### src/rtl/wm8731_cfg_ctrl.sv
// WM8731 configuration master: writes a fixed register table over I2C, retries
// NACKed frames up to MAX_RETRY times, then raises done/codec enable.
module wm8731_cfg_ctrl #(
    parameter int CLK_DIV   = 30,
    parameter int NUM_REG   = 10,
    parameter int MAX_RETRY = 3
) (
    input  logic       clk_i,
    input  logic       rst_ni,
    input  logic       start_i,
    input  logic       i2c_sda_i,
    output logic       i2c_scl_o,
    output logic       i2c_sda_oe_o,
    output logic       busy_o,
    output logic       done_o,
    output logic       err_o,
    output logic [3:0] reg_idx_o,
    output logic       codec_en_o
);

    localparam int CW = $clog2(CLK_DIV + 1);
    localparam int RW = $clog2(MAX_RETRY + 2);

    typedef enum logic [2:0] {
        S_IDLE, S_START, S_BIT, S_ACK, S_STOP, S_GAP, S_DONE, S_ERROR
    } state_t;

    state_t          r_state, w_next;
    logic [CW-1:0]   r_tick_cnt;
    logic [1:0]      r_phase;
    logic [2:0]      r_bit;
    logic [1:0]      r_byte;
    logic [3:0]      r_idx;
    logic [RW-1:0]   r_retry;
    logic            r_nack, r_abort, r_fin;
    logic            w_busy, w_tick, w_last_ph, w_go, w_cur_bit;
    logic            w_scl, w_oe;
    logic [15:0]     w_entry;
    logic [7:0]      w_byte;

    // Entries are {addr[6:0], data[8:0]}; the activate entry sits at index 10
    // and is only reached when NUM_REG is raised above the default.
    function automatic logic [15:0] f_entry(input logic [3:0] idx);
        case (idx)
            4'd0:    f_entry = {7'h0F, 9'h000};
            4'd1:    f_entry = {7'h00, 9'h017};
            4'd2:    f_entry = {7'h01, 9'h017};
            4'd3:    f_entry = {7'h02, 9'h079};
            4'd4:    f_entry = {7'h03, 9'h079};
            4'd5:    f_entry = {7'h04, 9'h012};
            4'd6:    f_entry = {7'h05, 9'h000};
            4'd7:    f_entry = {7'h06, 9'h000};
            4'd8:    f_entry = {7'h07, 9'h008};
            4'd9:    f_entry = {7'h08, 9'h000};
            4'd10:   f_entry = {7'h09, 9'h001};
            default: f_entry = 16'h0000;
        endcase
    endfunction

    assign w_entry   = f_entry(r_idx);
    assign w_busy    = (r_state == S_START) || (r_state == S_BIT) || (r_state == S_ACK) ||
                       (r_state == S_STOP)  || (r_state == S_GAP);
    assign w_tick    = w_busy && (r_tick_cnt == CW'(CLK_DIV - 1));
    assign w_last_ph = w_tick && (r_phase == 2'd3);
    assign w_go      = start_i && ((r_state == S_IDLE) || (r_state == S_DONE) || (r_state == S_ERROR));

    always_comb begin
        case (r_byte)
            2'd0:    w_byte = 8'h34;
            2'd1:    w_byte = w_entry[15:8];
            default: w_byte = w_entry[7:0];
        endcase
    end
    assign w_cur_bit = w_byte[3'd7 - r_bit];

    always_ff @(posedge clk_i or negedge rst_ni) begin
        if (!rst_ni) r_state <= S_IDLE;
        else         r_state <= w_next;
    end

    always_comb begin
        w_next = r_state;
        w_scl  = 1'b1;
        w_oe   = 1'b0;
        case (r_state)
            S_IDLE, S_DONE, S_ERROR: begin
                if (start_i) w_next = S_START;
            end
            S_START: begin
                w_scl = (r_phase != 2'd3);
                w_oe  = (r_phase >= 2'd2);
                if (w_last_ph) w_next = S_BIT;
            end
            S_BIT: begin
                w_scl = (r_phase == 2'd1) || (r_phase == 2'd2);
                w_oe  = ~w_cur_bit;
                if (w_last_ph) w_next = (r_bit == 3'd7) ? S_ACK : S_BIT;
            end
            S_ACK: begin
                w_scl = (r_phase == 2'd1) || (r_phase == 2'd2);
                if (w_last_ph) w_next = (r_nack || (r_byte == 2'd2)) ? S_STOP : S_BIT;
            end
            S_STOP: begin
                w_scl = (r_phase != 2'd0);
                w_oe  = (r_phase <= 2'd1);
                if (w_last_ph) w_next = r_abort ? S_ERROR : S_GAP;
            end
            S_GAP: begin
                if (w_last_ph) w_next = r_fin ? S_DONE : S_START;
            end
            default: w_next = S_IDLE;
        endcase
    end

    // r_nack is sampled at the end of ACK tick 2 and acted on at the end of tick 3.
    always_ff @(posedge clk_i or negedge rst_ni) begin
        if (!rst_ni) begin
            r_tick_cnt <= '0;
            r_phase    <= 2'd0;
            r_bit      <= 3'd0;
            r_byte     <= 2'd0;
            r_idx      <= 4'd0;
            r_retry    <= '0;
            r_nack     <= 1'b0;
            r_abort    <= 1'b0;
            r_fin      <= 1'b0;
        end else begin
            r_tick_cnt <= (!w_busy || w_tick) ? '0 : r_tick_cnt + 1'b1;
            if (w_tick) r_phase <= r_phase + 2'd1;
            if (w_go) begin
                r_phase <= 2'd0;
                r_idx   <= 4'd0;
                r_retry <= '0;
                r_nack  <= 1'b0;
                r_abort <= 1'b0;
                r_fin   <= 1'b0;
            end
            if (r_state == S_START) begin
                r_bit  <= 3'd0;
                r_byte <= 2'd0;
            end
            if ((r_state == S_BIT) && w_last_ph) r_bit <= r_bit + 3'd1;
            if ((r_state == S_ACK) && w_tick && (r_phase == 2'd2)) r_nack <= i2c_sda_i;
            if ((r_state == S_ACK) && w_last_ph) begin
                r_byte <= r_byte + 2'd1;
                if (r_nack) begin
                    if (r_retry == RW'(MAX_RETRY)) r_abort <= 1'b1;
                    else                           r_retry <= r_retry + 1'b1;
                end else if (r_byte == 2'd2) begin
                    r_retry <= '0;
                    if (r_idx == 4'(NUM_REG - 1)) r_fin <= 1'b1;
                    else                          r_idx <= r_idx + 4'd1;
                end
            end
        end
    end

    assign i2c_scl_o    = w_scl;
    assign i2c_sda_oe_o = w_oe;
    assign busy_o       = w_busy;
    assign done_o       = (r_state == S_DONE);
    assign err_o        = (r_state == S_ERROR);
    assign codec_en_o   = (r_state == S_DONE);
    assign reg_idx_o    = r_idx;

endmodule
### config.mk
export PLATFORM = sky130hd
export DESIGN_NAME = wm8731_cfg_ctrl
export DESIGN_NICKNAME = d
export VERILOG_FILES = /design/src/rtl/wm8731_cfg_ctrl.sv
export SDC_FILE = /design/constraint.sdc
export NUM_CORES = 1
export LEC_CHECK = 0
export CORE_UTILIZATION = 45
export CTS_CLUSTER_DIAMETER = 80
export DETAILED_ROUTE_END_ITERATION = 10
export GPL_TIMING_DRIVEN = 0
export PLACE_DENSITY_LB_ADDON = 0.25
export REMOVE_ABC_BUFFERS = 1
export SLEW_MARGIN = 25
export SYNTH_ARGS = -nofsm -noshare
export SYNTH_HDL_FRONTEND = slang
export SYNTH_SLANG_ARGS = --single-unit
### constraint.sdc
create_clock -name clk_i -period 6.59 [get_ports clk_i]
set_input_delay 1.977 -clock clk_i [delete_from_list [all_inputs] [get_ports clk_i]]
set_output_delay 1.977 -clock clk_i [all_outputs]
set_load 0.02 [all_outputs]
==> impl_metrics.tcl <==
set metrics [dict create \
    routed_wl_um 3820 \
    start_util_pct 47.08 \
    hpwl_um 2744 \
    vias 1524 \
    drt-initial-drc-count 100 \
    core-area_um2 4000 \
    critPathBufInv 2 \
    slew_headroom_pct 62.22 \
    drc 0 \
    fin_skew_ps 6.492 \
    postCtsSetupRepairBufs 0 \
    dpl.cell_count 267 \
    cts_tree "yes" \
    cts_hold_repair.buffers 0 \
    async_flop_share_pct 100.0 \
    whs_path_depth 1 \
    syn_inst 214 \
    ant_nets 0 \
    postSynthAreaPerCell_um2 8.799 \
    finalCritPeriodShare_pct 75.73 \
    fmax_mhz 200.4 \
    wl_per_cell_um 14.10 \
    clock_latency_ps 270 \
    slowest_delay_ps 550 \
    rsz0062_at_grt "false" \
    n_fill_cell 397 \
    p_leak_uw 0.0008836 \
    gp_congestion 0.8220 \
    cts_max_path_buffers 2 \
    vias_per_cell 5.624 \
    final_cell_mix "25 x dfrtp_1, 19 x nand2_1, 19 x ha_1, 16 x inv_1" \
    vdd_drop_max_v 0.0001763 \
    ys_seq_elements 25 \
    port_buffers 13 \
    synth_edf_count 0 \
    nets 245 \
    fin_crit_ps 4991 \
    cap_violations 0 \
    clock-sinks 25 \
    h-tree-depth 1 \
    yosysTopAreaCell "dfrtp_1" \
    crit_required_ps 4610 \
    critPathTopFamily "compound AO/OA/AOI/OAI gates" \
    antenna_found_initial 0 \
    grt_max_degree 26 \
    powerDensity_nw_per_um2 231.8 \
    yosys.area.top_type_share_pct 33.22 \
    cts_buffers 3 \
    die_area_um2 4448 \
    hp-class "reg -> reg" \
    grt.overflow.total 0 \
    synth_seq_area_share_pct 33.22 \
    hold_viol 0 \
    cts-root-buf "clkbuf_8" \
    worstSetupStartpointType "flip-flop" \
    path_class "reg -> out" \
    grt_pass1_vias 1393 \
    finalNonFillerCells 271 \
    status "finished, final reports clean" \
    reg2reg_depth 5 \
    slew_viol_final 0 \
    layout-drive-gt1-share_pct 4.977 \
    io_pins 14 \
    setup_viol_count_final 0 \
    rows 23 \
    path_max_fanout 13 \
    cp-end-kind "output pin" \
    synthTopCellsByArea "dfrtp_1 33%, ha_1 13%, nand2_1 3.8%" \
    mostFrequentLayoutCell "dfrtp_1" \
    area_growth_pct 9.435 \
    ys_warn_count 0 \
    tns_ps 0 \
    clk_pin_slew_ps 90 \
    die_y_um 66.69 \
    grt_util_all_layers_pct 19.48 \
    grt_pass1_wl_um 6451 \
    n_antenna_cell 0 \
    synth_top_flop_cell "dfrtp_1" \
    syn_area_um2 1883 \
    critPathSlowestCell "clkdlybuf4s50_1" \
    crit_chain "inv_1, ha_1, or3b_1, a2111oi_0, nor4b_1, a211oi_1, o31ai_1, clkdlybuf4s50_1" \
    worst-path-stages 8 \
    die_w_um 66.69 \
    worst_pin_slew_ps 566.7 \
    ctsResizeCount 0 \
    reg2reg_slack_ps 4540 \
    arrival_ps 3010 \
    drt_pre_antenna_iters 4 \
    ys_types 52 \
]
==> Yosys cell counts, types with 2 or more instances <==
cell	n
a221oi_1	2
dfrtp_1	25
a211oi_1	3
o311ai_0	2
xor2_1	2
nand2_1	19
clkbuf_1	2
o31ai_1	4
ha_1	19
o21ba_2	2
nor2b_1	5
nor3_1	6
a21oi_1	7
and2_1	3
and3b_1	2
nand3_1	10
inv_1	16
buf_2	5
mux2_2	2
nand4b_1	2
buf_4	3
mux2i_1	4
o211ai_1	3
nand2b_1	9
or3b_1	2
o21ai_0	13
nor4b_1	3
nor2_1	13
and3_1	2
nand4_1	2
==> final timing paths <==
check | start | end
hold reg to reg | r_tick_cnt[0]$_DFF_PN0_ | r_tick_cnt[0]$_DFF_PN0_
min in group asynchronous | rst_ni | r_phase[0]$_DFFE_PN0P_
max in group asynchronous | rst_ni | r_fin$_DFF_PN0_
setup / recovery | r_byte[1]$_DFFE_PN0P_ | i2c_sda_oe_o
setup reg to reg | r_state[1]$_DFFE_PN0P_ | reg_idx_o[3]$_DFF_PN0_
hold / removal | r_tick_cnt[0]$_DFF_PN0_ | r_tick_cnt[0]$_DFF_PN0_
==> routing by layer <==
layer / track usage, % / vias up / wire [um]
met4: 7.979 / 0 / 63
met5: 0 / - / 0
met2: 29.42 / 26 / 1695
li1: - / 777 / -
met3: 3.082 / 5 / 110
met1: 27.36 / 716 / 1950
==> stage by stage <==
step	power [uW]	util, %	instance area [um^2]	hold WS, ps	setup slack [ps]
floorplan	324.3	-	1828	454.2	2447
global placement	386.7	50.52	2021	478.3	1983
detailed placement	387.6	50.39	2016	489.2	1991
CTS	482.7	51.52	2061	505.7	1661
global route	518.6	51.52	2061	521.7	1464
finish	477.7	51.52	2061	500.0	1599
==> layout make-up <==
class | count | area, um^2 | share of cell area, %
flip-flops and latches | 25 | 625.6 | 30.36
inverters | 16 | 60.06 | 2.914
multi-input cells | 163 | 1142 | 55.43
well taps | 50 | 62.56 | 3.036
repair buffers | 13 | 125.1 | 6.072
clock buffers | 4 | 45.04 | 2.186
==> logic make-up after synthesis <==
group | synth area share [%]
multiplexers | 3.322
buffers and inverters | 6.113
flip-flops | 33.22
AND/OR/NAND/NOR | 25.25
adder cells (fa/ha/maj) | 12.62
AO/OA/AOI/OAI | 18.07
XOR/XNOR | 1.396
==> state kept, by name, summed over array words and instances (netlist names) <==
name	count
r_tick_cnt	5
reg_idx_o	4
r_bit	3
r_retry	3
r_state	3
r_byte	2
r_phase	2
r_abort	1
r_fin	1
r_nack	1
==> report_power, final <==
part / switching (uW) / internal, uW / total, uW
logic: 107 / 75.9 / 183
clock network: 50.3 / 43.4 / 93.6
registers: 30.9 / 170 / 201
Note: power is estimated with default switching activity, not from simulation.
